File: src/rtl/inst_mem_router_pkg.sv
// Shared types for the instruction-memory write router: output FSM states,
// the default write-entry layout and drop-counter width.
package inst_mem_router_pkg;

    typedef enum logic {
        IDLE = 1'b0,
        HOLD = 1'b1
    } out_state_t;

    localparam int ENTRY_ADDR_BITS  = 14;
    localparam int ENTRY_DATA_WIDTH = 32;
    localparam int ENTRY_BE_BITS    = ENTRY_DATA_WIDTH / 8;

    typedef struct packed {
        logic [ENTRY_ADDR_BITS-1:0]  addr;
        logic [ENTRY_DATA_WIDTH-1:0] data;
        logic [ENTRY_BE_BITS-1:0]    be;
    } wr_entry_t;

    localparam int DROP_COUNT_BITS = 8;

endpackage

File: src/rtl/inst_mem_write_router_fifo.sv
// Show-ahead synchronous FIFO with occupancy level, registered ready and
// synchronous flush. DEPTH must be a power of two so pointers wrap naturally.
module sync_fifo_fl #(
    parameter int DEPTH = 4,
    parameter int WIDTH = 8
) (
    input  logic                       i_clk,
    input  logic                       i_reset,
    input  logic                       i_flush,
    input  logic                       i_push,
    input  logic                       i_pop,
    input  logic [WIDTH-1:0]           i_data,
    output logic [WIDTH-1:0]           o_data,
    output logic [$clog2(DEPTH+1)-1:0] o_level,
    output logic                       o_empty,
    output logic                       o_ready
);

    localparam int PTR_BITS   = $clog2(DEPTH);
    localparam int LEVEL_BITS = $clog2(DEPTH + 1);

    logic [WIDTH-1:0]      r_mem [DEPTH];
    logic [PTR_BITS-1:0]   r_wr_ptr;
    logic [PTR_BITS-1:0]   r_rd_ptr;
    logic [LEVEL_BITS-1:0] r_level;
    logic                  r_ready;

    logic                  w_push;
    logic                  w_pop;
    logic [LEVEL_BITS-1:0] w_level_nxt;

    // Admission uses the registered ready only, so a same-cycle pop never frees a full slot.
    assign w_push      = i_push && r_ready;
    assign w_pop       = i_pop && (r_level != '0);
    assign w_level_nxt = r_level + LEVEL_BITS'(w_push) - LEVEL_BITS'(w_pop);

    always_ff @(posedge i_clk) begin
        if (i_reset || i_flush) begin
            r_wr_ptr <= '0;
            r_rd_ptr <= '0;
            r_level  <= '0;
            r_ready  <= 1'b1;
        end else begin
            if (w_push) r_wr_ptr <= r_wr_ptr + PTR_BITS'(1);
            if (w_pop)  r_rd_ptr <= r_rd_ptr + PTR_BITS'(1);
            r_level <= w_level_nxt;
            r_ready <= (w_level_nxt < LEVEL_BITS'(DEPTH));
        end
    end

    always_ff @(posedge i_clk) begin
        if (w_push && !i_reset && !i_flush) r_mem[r_wr_ptr] <= i_data;
    end

    assign o_data  = r_mem[r_rd_ptr];
    assign o_level = r_level;
    assign o_empty = (r_level == '0);
    assign o_ready = r_ready;

endmodule

File: src/rtl/inst_mem_write_router.sv
// Routes host instruction-memory writes to NUM_TARGETS destinations chosen by the
// top address bits, through an input FIFO, with per-target backpressure and drop accounting.
module inst_mem_write_router
    import inst_mem_router_pkg::*;
#(
    parameter int NUM_TARGETS = 2,
    parameter int ADDR_BITS   = 14,
    parameter int DATA_WIDTH  = 32,
    parameter int FIFO_DEPTH  = 4,
    parameter int SEL_BITS    = $clog2(NUM_TARGETS)
) (
    input  logic                              i_clk,
    input  logic                              i_reset,
    input  logic                              i_wr_valid,
    output logic                              o_wr_ready,
    input  logic [ADDR_BITS-1:0]              i_wr_addr,
    input  logic [DATA_WIDTH-1:0]             i_wr_data,
    input  logic [DATA_WIDTH/8-1:0]           i_wr_be,
    input  logic [NUM_TARGETS-1:0]            i_target_enable,
    input  logic                              i_flush,
    input  logic                              i_drop_clear,
    output logic [NUM_TARGETS-1:0]            o_tgt_we,
    input  logic [NUM_TARGETS-1:0]            i_tgt_ready,
    output logic [ADDR_BITS-SEL_BITS-1:0]     o_tgt_addr,
    output logic [DATA_WIDTH-1:0]             o_tgt_data,
    output logic [DATA_WIDTH/8-1:0]           o_tgt_be,
    output logic [$clog2(FIFO_DEPTH+1)-1:0]   o_fifo_level,
    output logic                              o_drop_flag,
    output logic [DROP_COUNT_BITS-1:0]        o_drop_count,
    output logic                              o_busy
);

    localparam int BE_BITS    = DATA_WIDTH / 8;
    localparam int LOCAL_BITS = ADDR_BITS - SEL_BITS;

    typedef struct packed {
        logic [ADDR_BITS-1:0]  addr;
        logic [DATA_WIDTH-1:0] data;
        logic [BE_BITS-1:0]    be;
    } entry_t;

    entry_t                w_in_entry;
    entry_t                w_head;
    logic                  w_empty;
    logic [SEL_BITS-1:0]   w_head_sel;
    logic                  w_done;
    logic                  w_pop;
    logic                  w_dispatch;
    logic                  w_drop;

    out_state_t            r_state;
    logic [SEL_BITS-1:0]   r_sel;

    assign w_in_entry = '{addr: i_wr_addr, data: i_wr_data, be: i_wr_be};

    sync_fifo_fl #(
        .DEPTH (FIFO_DEPTH),
        .WIDTH ($bits(entry_t))
    ) u_fifo (
        .i_clk   (i_clk),
        .i_reset (i_reset),
        .i_flush (i_flush),
        .i_push  (i_wr_valid),
        .i_pop   (w_pop),
        .i_data  (w_in_entry),
        .o_data  (w_head),
        .o_level (o_fifo_level),
        .o_empty (w_empty),
        .o_ready (o_wr_ready)
    );

    assign w_head_sel = w_head.addr[ADDR_BITS-1 -: SEL_BITS];
    assign w_done     = (r_state == HOLD) && i_tgt_ready[r_sel];
    // A completing HOLD pops the next head in the same cycle for back-to-back issue.
    assign w_pop      = !i_flush && !w_empty && ((r_state == IDLE) || w_done);
    assign w_dispatch = w_pop && i_target_enable[w_head_sel];
    assign w_drop     = w_pop && !i_target_enable[w_head_sel];

    always_ff @(posedge i_clk) begin
        if (i_reset) begin
            r_state    <= IDLE;
            r_sel      <= '0;
            o_tgt_we   <= '0;
            o_tgt_addr <= '0;
            o_tgt_data <= '0;
            o_tgt_be   <= '0;
        end else if (i_flush) begin
            r_state  <= IDLE;
            o_tgt_we <= '0;
        end else begin
            case (r_state)
                IDLE, HOLD: begin
                    if (w_dispatch) begin
                        r_state    <= HOLD;
                        r_sel      <= w_head_sel;
                        o_tgt_we   <= NUM_TARGETS'(1) << w_head_sel;
                        o_tgt_addr <= w_head.addr[LOCAL_BITS-1:0];
                        o_tgt_data <= w_head.data;
                        o_tgt_be   <= w_head.be;
                    end else if ((r_state == IDLE) || w_done) begin
                        r_state  <= IDLE;
                        o_tgt_we <= '0;
                    end
                end
                default: begin
                    r_state  <= IDLE;
                    o_tgt_we <= '0;
                end
            endcase
        end
    end

    // A drop coinciding with drop_clear leaves exactly that one drop recorded.
    always_ff @(posedge i_clk) begin
        if (i_reset) begin
            o_drop_flag  <= 1'b0;
            o_drop_count <= '0;
        end else if (i_drop_clear) begin
            o_drop_flag  <= w_drop;
            o_drop_count <= w_drop ? DROP_COUNT_BITS'(1) : '0;
        end else if (w_drop) begin
            o_drop_flag <= 1'b1;
            if (o_drop_count != '1) o_drop_count <= o_drop_count + DROP_COUNT_BITS'(1);
        end
    end

    assign o_busy = !w_empty || (r_state == HOLD);

endmodule
File: config.mk
export PLATFORM = sky130hd
export DESIGN_NAME = inst_mem_write_router
export DESIGN_NICKNAME = d
export VERILOG_FILES = /design/src/rtl/inst_mem_router_pkg.sv /design/src/rtl/inst_mem_write_router_fifo.sv /design/src/rtl/inst_mem_write_router.sv
export SDC_FILE = /design/constraint.sdc
export NUM_CORES = 1
export LEC_CHECK = 0
export BUFFER_PORTS_ARGS = -buffer_cell sky130_fd_sc_hd__buf_2
export CAP_MARGIN = 20
export CORE_MARGIN = 3
export CORE_UTILIZATION = 45
export CTS_CLUSTER_DIAMETER = 30
export DETAILED_ROUTE_END_ITERATION = 12
export SLEW_MARGIN = 40
export SYNTH_ARGS = -nofsm -noshare
export SYNTH_HDL_FRONTEND = slang
export SYNTH_SLANG_ARGS = --single-unit
File: constraint.sdc
create_clock -name i_clk -period 4.5 [get_ports i_clk]
set_input_delay 0.675 -clock i_clk [delete_from_list [all_inputs] [get_ports i_clk]]
set_output_delay 0.675 -clock i_clk [all_outputs]
set_load 0.02 [all_outputs]
After elaboration in Yosys (flattened, before gate mapping)
Memory sizes are Yosys's and may differ from the RTL's. A register that Yosys moved wholly into a read port is not among the register bits.
Index checks and enable logic that the tools add are counted.
- add/subtract/negate cells: 5
- $lt $le $gt $ge: 3
- shifts and indexed selects: 1
- multiplexer cells: 18
- eq/ne operators: 1
- bitwise gates (word level): 2
- reduce and logical (&&, ||, !) cells: 24
- operators with widths (operator ; count):
    8-bit 2-to-1 mux ; 3
    1-bit 2-to-1 mux ; 11
    1-bit logical AND ; 9
    8-bit by 1-bit adder with 8-bit output (second input constant) ; 1
    2-bit 2-to-1 mux ; 4
    8-bit != test (second input constant) ; 1
    2-bit nonzero test ; 3
    2-bit by 1-bit adder with 2-bit output (second input constant) ; 2
    1-bit logical NOT ; 4
    1-bit by 2-bit less-than comparator with 1-bit output (second input constant) ; 2
    2-bit AND reduction ; 2
    3-bit by 1-bit adder with 3-bit output ; 1
    3-bit logical NOT ; 1
    1-bit logical OR ; 3
    3-bit less-than comparator (second input constant) ; 1
    3-bit nonzero test ; 1
    3-bit by 1-bit subtractor with 3-bit output ; 1
    1-bit inverter ; 2
    2-bit OR reduction ; 1
    1-bit by 1-bit << shifter with 2-bit output (first input constant) ; 1
- RAM bits: 200
- register bits after elaboration: 70
- memories kept: 1
- output and inout bits: 65
- memory list (memory ; words ; width ; rd ports ; clocked after Yosys merged registers in ; write ports ; line ; RTL):
    u_fifo.r_mem ; 4 ; 50 ; 1 ; 1 ; 1 ; inst_mem_write_router_fifo.sv:22 ; logic [WIDTH-1:0] r_mem [DEPTH];

Longest topological paths before layout
- depth in word-level cells: 8
- gate-level depth with buffers: 12
- gate-level depth less buffers: 10

Modules after synthesis
A second synthesis with hierarchy kept.
- cells, all modules: 545
- area, all modules: 10217.3 um^2
- modules (own cells, without submodules) (module ; times used ; area each (um^2) ; cells an instance ; sequential area each (um^2)):
    sync_fifo_fl ; 1 ; 7795.0 ; 312 ; 6206.0
    inst_mem_write_router ; 1 ; 2422.3 ; 233 ; 1241.2

Worst setup path after synthesis
No wires, ideal clock.
- path kind: input-to-reg
- start: in i_tgt_ready[1]
- end: reg u_fifo.r_ready (netlist: u_fifo.o_ready)
- data arrival time: 2.665 ns
- setup time: 0.110 ns
- data required time: 4.390 ns
- path slack: 1.725 ns
- path buffers: 2
- stages: 12
- path through: mux2i_1 > a211o_1 > buf_2 > inv_1 > clkbuf_1 > ha_1 > inv_1 > ha_1 > fa_1 > xnor2_1 > and2_1 > inv_1
- cells in the longest elaborated chain, start to end: 8
- ends and longest elaborated chain (what ; line ; RTL):
    start, declared ; inst_mem_write_router.sv:23 ; input logic [NUM_TARGETS-1:0] i_tgt_ready,
    1-bit 2-to-1 mux (implied by the code) (2 in series) ; inst_mem_write_router.sv:73 ; assign w_done = (r_state == HOLD) && i_tgt_ready[r_sel];
    1-bit logical AND ; inst_mem_write_router.sv:73 ;
    1-bit logical OR ; inst_mem_write_router.sv:75 ; assign w_pop = !i_flush && !w_empty && ((r_state == IDLE) || w_done);
    1-bit logical AND ; inst_mem_write_router.sv:75 ;
    1-bit logical AND ; inst_mem_write_router_fifo.sv:34 ; assign w_pop = i_pop && (r_level != '0);
    net u_fifo.w_pop ; inst_mem_write_router_fifo.sv:29 ; logic w_pop;
    3-bit by 1-bit subtractor with 3-bit output ; inst_mem_write_router_fifo.sv:35 ; assign w_level_nxt = r_level + LEVEL_BITS'(w_push) - LEVEL_BITS'(w_pop);
    3-bit less-than comparator ; inst_mem_write_router_fifo.sv:47 ; r_ready <= (w_level_nxt < LEVEL_BITS'(DEPTH));
    end signal, assigned ; inst_mem_write_router_fifo.sv:47 ;
    end, declared ; inst_mem_write_router_fifo.sv:26 ; logic r_ready;
The timed path passes the listed nets, and every way through them passes these cells. The select of a mux whose other input is x is not followed.
A chain may end at the register's enable or synchronous reset.

==> results.json <==
{
  "status": "complete, no violations",
  "hold_violations": 0,
  "port_buffers": 123,
  "avgSynthCellArea_um2": 16.6,
  "cts_sinks": 272,
  "firstDrtPassIters": 5,
  "grt_pass1_wl_um": 36000,
  "fill_cells": 1689,
  "track_usage": 0.191,
  "fp.dieW_um": 157,
  "max_slew_margin": 0.469,
  "clkLatencyLatePin_ns": 0.54,
  "synth_edf_count": 200,
  "mostFrequentLayoutCell": "edfxtp_1",
  "drc_errors": 0,
  "clkTransAtPathRegs_ns": 0.05,
  "yosysWarningCount": 0,
  "yosysUniqueCellTypes": 41,
  "fp.dieH_um": 157,
  "clkPwrFrac": 0.560,
  "hold_depth": 1,
  "antenna_left": 0,
  "synth_nets": 682,
  "critPathSlowestCell": "mux2_4",
  "antenna_found_initial": 3,
  "setup_viol": 0,
  "drtIter0Drc": 540,
  "final_cell_area_mm2": 0.0130,
  "rows": 54,
  "tightestPinTransition_ns": 0.797,
  "powerDensity_mw_per_mm2": 565,
  "drv_slew": 0,
  "final_cell_mix": "edfxtp_1, buf_2, dfxtp_1, a21oi_1, clkbuf_16",
  "drive_gt1_frac": 0.364,
  "io_pins": 124,
  "area_delta_synth_final_pct": 27.5,
  "power_switching_w": 0.00162,
  "cts_buffers": 53,
  "max_stage_delay_ns": 0.62,
  "wl_per_cell_um": 21.0,
  "worstSetupPathType": "register to register",
  "min-delay-start": "i_wr_data[13]",
  "synthArstFlopShare": 0,
  "cp-start-kind": "register",
  "cts_tree": "done",
  "synth_top_area_share": 0.588,
  "final_net_count": 828,
  "ir_drop_v": 0.000323,
  "clock_skew_ns": 0.0184,
  "syn_inst": 615,
  "hpwl_um": 12400,
  "post_cts_resized": 0,
  "tns_ns": 0,
  "crit_chain": "mux4_2 -> mux2_4 -> nor3_1 -> mux2i_1",
  "cts_buffer_depth": 3,
  "gp_congestion": 0.726,
  "grt_max_degree": 60,
  "synth_flop_cell": "edfxtp_1",
  "h-tree-depth": 2,
  "arrival_ns": 2.82,
  "reg2reg_slack_ns": 2.14,
  "worstPathMaxFanout": 56,
  "timing.fmax_mhz": 423,
  "timing.rr.end": "o_drop_count[1]",
  "first_global_vias": 6438,
  "cts_root_buf": "clkbuf_16",
  "grt_overflow": 0,
  "place_area_mm2": 0.0111,
  "ys_seq_elements": 272,
  "avgViaCountPerCell": 5.58,
  "initial_core_util": 0.464,
  "wl_um": 22900,
  "netlist_area_mm2": 0.0102,
  "p_comb_frac": 0.061,
  "yosys-top-cells-area": "edfxtp_1, dfxtp_1, mux4_2",
  "core_area_mm2": 0.0220,
  "rsz0062_at_grt": "false",
  "hold_buffers": 0,
  "critPathCaptureType": "register",
  "p_leak_nw": 4.60,
  "via_count": 6068,
  "swShare": 0.220,
  "die-area_mm2": 0.0245,
  "ys_seq_area_frac": 0.729,
  "r2r_cells": 4,
  "r2r-start": "u_fifo.r_mem[3][49]",
  "max-cap-violations": 0,
  "min_to": "u_fifo.r_mem[0][17]",
  "yosys.area.top_type": "edfxtp_1",
  "intPower_w": 0.00574,
  "hold_class": "primary input to register",
  "crit_required_ns": 4.96,
  "min_period_ns": 2.36,
  "seq_power_share": 0.379,
  "cts_setup_buffers": 0,
  "finalCritPeriodShare": 0.525
}
[sequential cells by signal (all words and copies together), names as in the netlist, named ones only]
name and count:
r_state 1, u_fifo.o_ready 1, o_tgt_addr 13, u_fifo.o_level 3
u_fifo.r_mem 200, o_drop_flag 1, o_tgt_data 32, r_sel 1
u_fifo.r_rd_ptr 2, o_drop_count 8, o_tgt_we 2, u_fifo.r_wr_ptr 2
o_tgt_be 4
[worst max-delay path: cells and delay by family, from the launching register on]
family / cells / cell delay, ns
AND/OR/NAND/NOR: 1 / 0.47
multiplexers: 3 / 1.42
flip-flops: 1 / 0.37
[synth_stat cells, drive strengths merged, types with 2 or more instances]
master  number
nand3       54
edfxtp     200
a21oi       55
and3         6
nor4         3
or3          5
nand2b       3
ha           7
o21ai       50
nor3         4
nand4        2
and2         5
dfxtp       72
nor2         9
mux2i        8
xnor2        3
or2          2
buf         16
mux4        50
inv         11
nand2       10
clkbuf      27
[power groups by stage]
stage	clock [W]	sequential (W)	combinational, W
floorplan	0	0.00287	0.000248
global placement	0	0.00283	0.000439
detailed placement	0	0.00283	0.000452
CTS	0.00419	0.00279	0.000454
global route	0.00433	0.00279	0.000494
finish	0.00412	0.00279	0.000449
[per-stage QoR]
step                      instances  hold slack [ns]   util  setup slack [ns]  total power, W
after floorplan                 615            0.460      -              1.72         0.00312
after global routing           1088            0.330  0.591              1.96         0.00761
after detailed placement        985            0.463  0.504              1.74         0.00329
after global placement          985            0.454  0.503              1.79         0.00327
after CTS                      1085            0.323  0.590              1.99         0.00743
final                          1088            0.351  0.591              2.14         0.00736
[kinds of logic (layout without fill, tap and decap cells)]
kind of cell	count (synthesis)	count (layout)	share of synthesized area
AOI/OAI and AO/OA	113	113	0.0591
DFF	272	272	0.729
xor gates and xnor gates	4	4	0.00343
adders and majority gates	8	8	0.0105
and+or+nand+nor	105	105	0.0555
other	0	2	0
muxes	59	59	0.121
buffers and inverters	54	245	0.0213
[worst max path at each step]
stage | end | start | cells past startpoint | slack, ns
after floorplan | u_fifo.o_ready | i_tgt_ready[1] | 12 | 1.72
after global placement | u_fifo.r_mem[1][12] | i_flush | 4 | 1.79
after detailed placement | u_fifo.r_mem[1][12] | i_flush | 4 | 1.74
after CTS | o_tgt_addr[0] | u_fifo.r_mem[3][49] | 5 | 1.99
after global routing | o_drop_count[1] | u_fifo.r_mem[3][49] | 4 | 1.96
final | o_drop_count[1] | u_fifo.r_mem[3][49] | 4 | 2.14
[metal layers]
layer,vias to the layer above,GRT usage,share of wire
li1,2729,-,-
met1,3097,0.257,0.43
met2,194,0.309,0.49
met3,46,0.0398,0.055
met4,2,0.0717,0.024
met5,-,0,0.00057
[layout make-up]
class | count | area, um^2 | share of cell area
sequential | 272 | 7450 | 0.572
multi-input combinational | 289 | 2550 | 0.196
clock buffer | 60 | 1410 | 0.108
timing repair buffer | 134 | 709 | 0.0545
clock inverter | 40 | 507 | 0.0389
tap | 280 | 350 | 0.0269
inverter | 11 | 41.3 | 0.00317
antenna | 2 | 5.00 | 0.000384
Power figures use the tool's default switching activity.
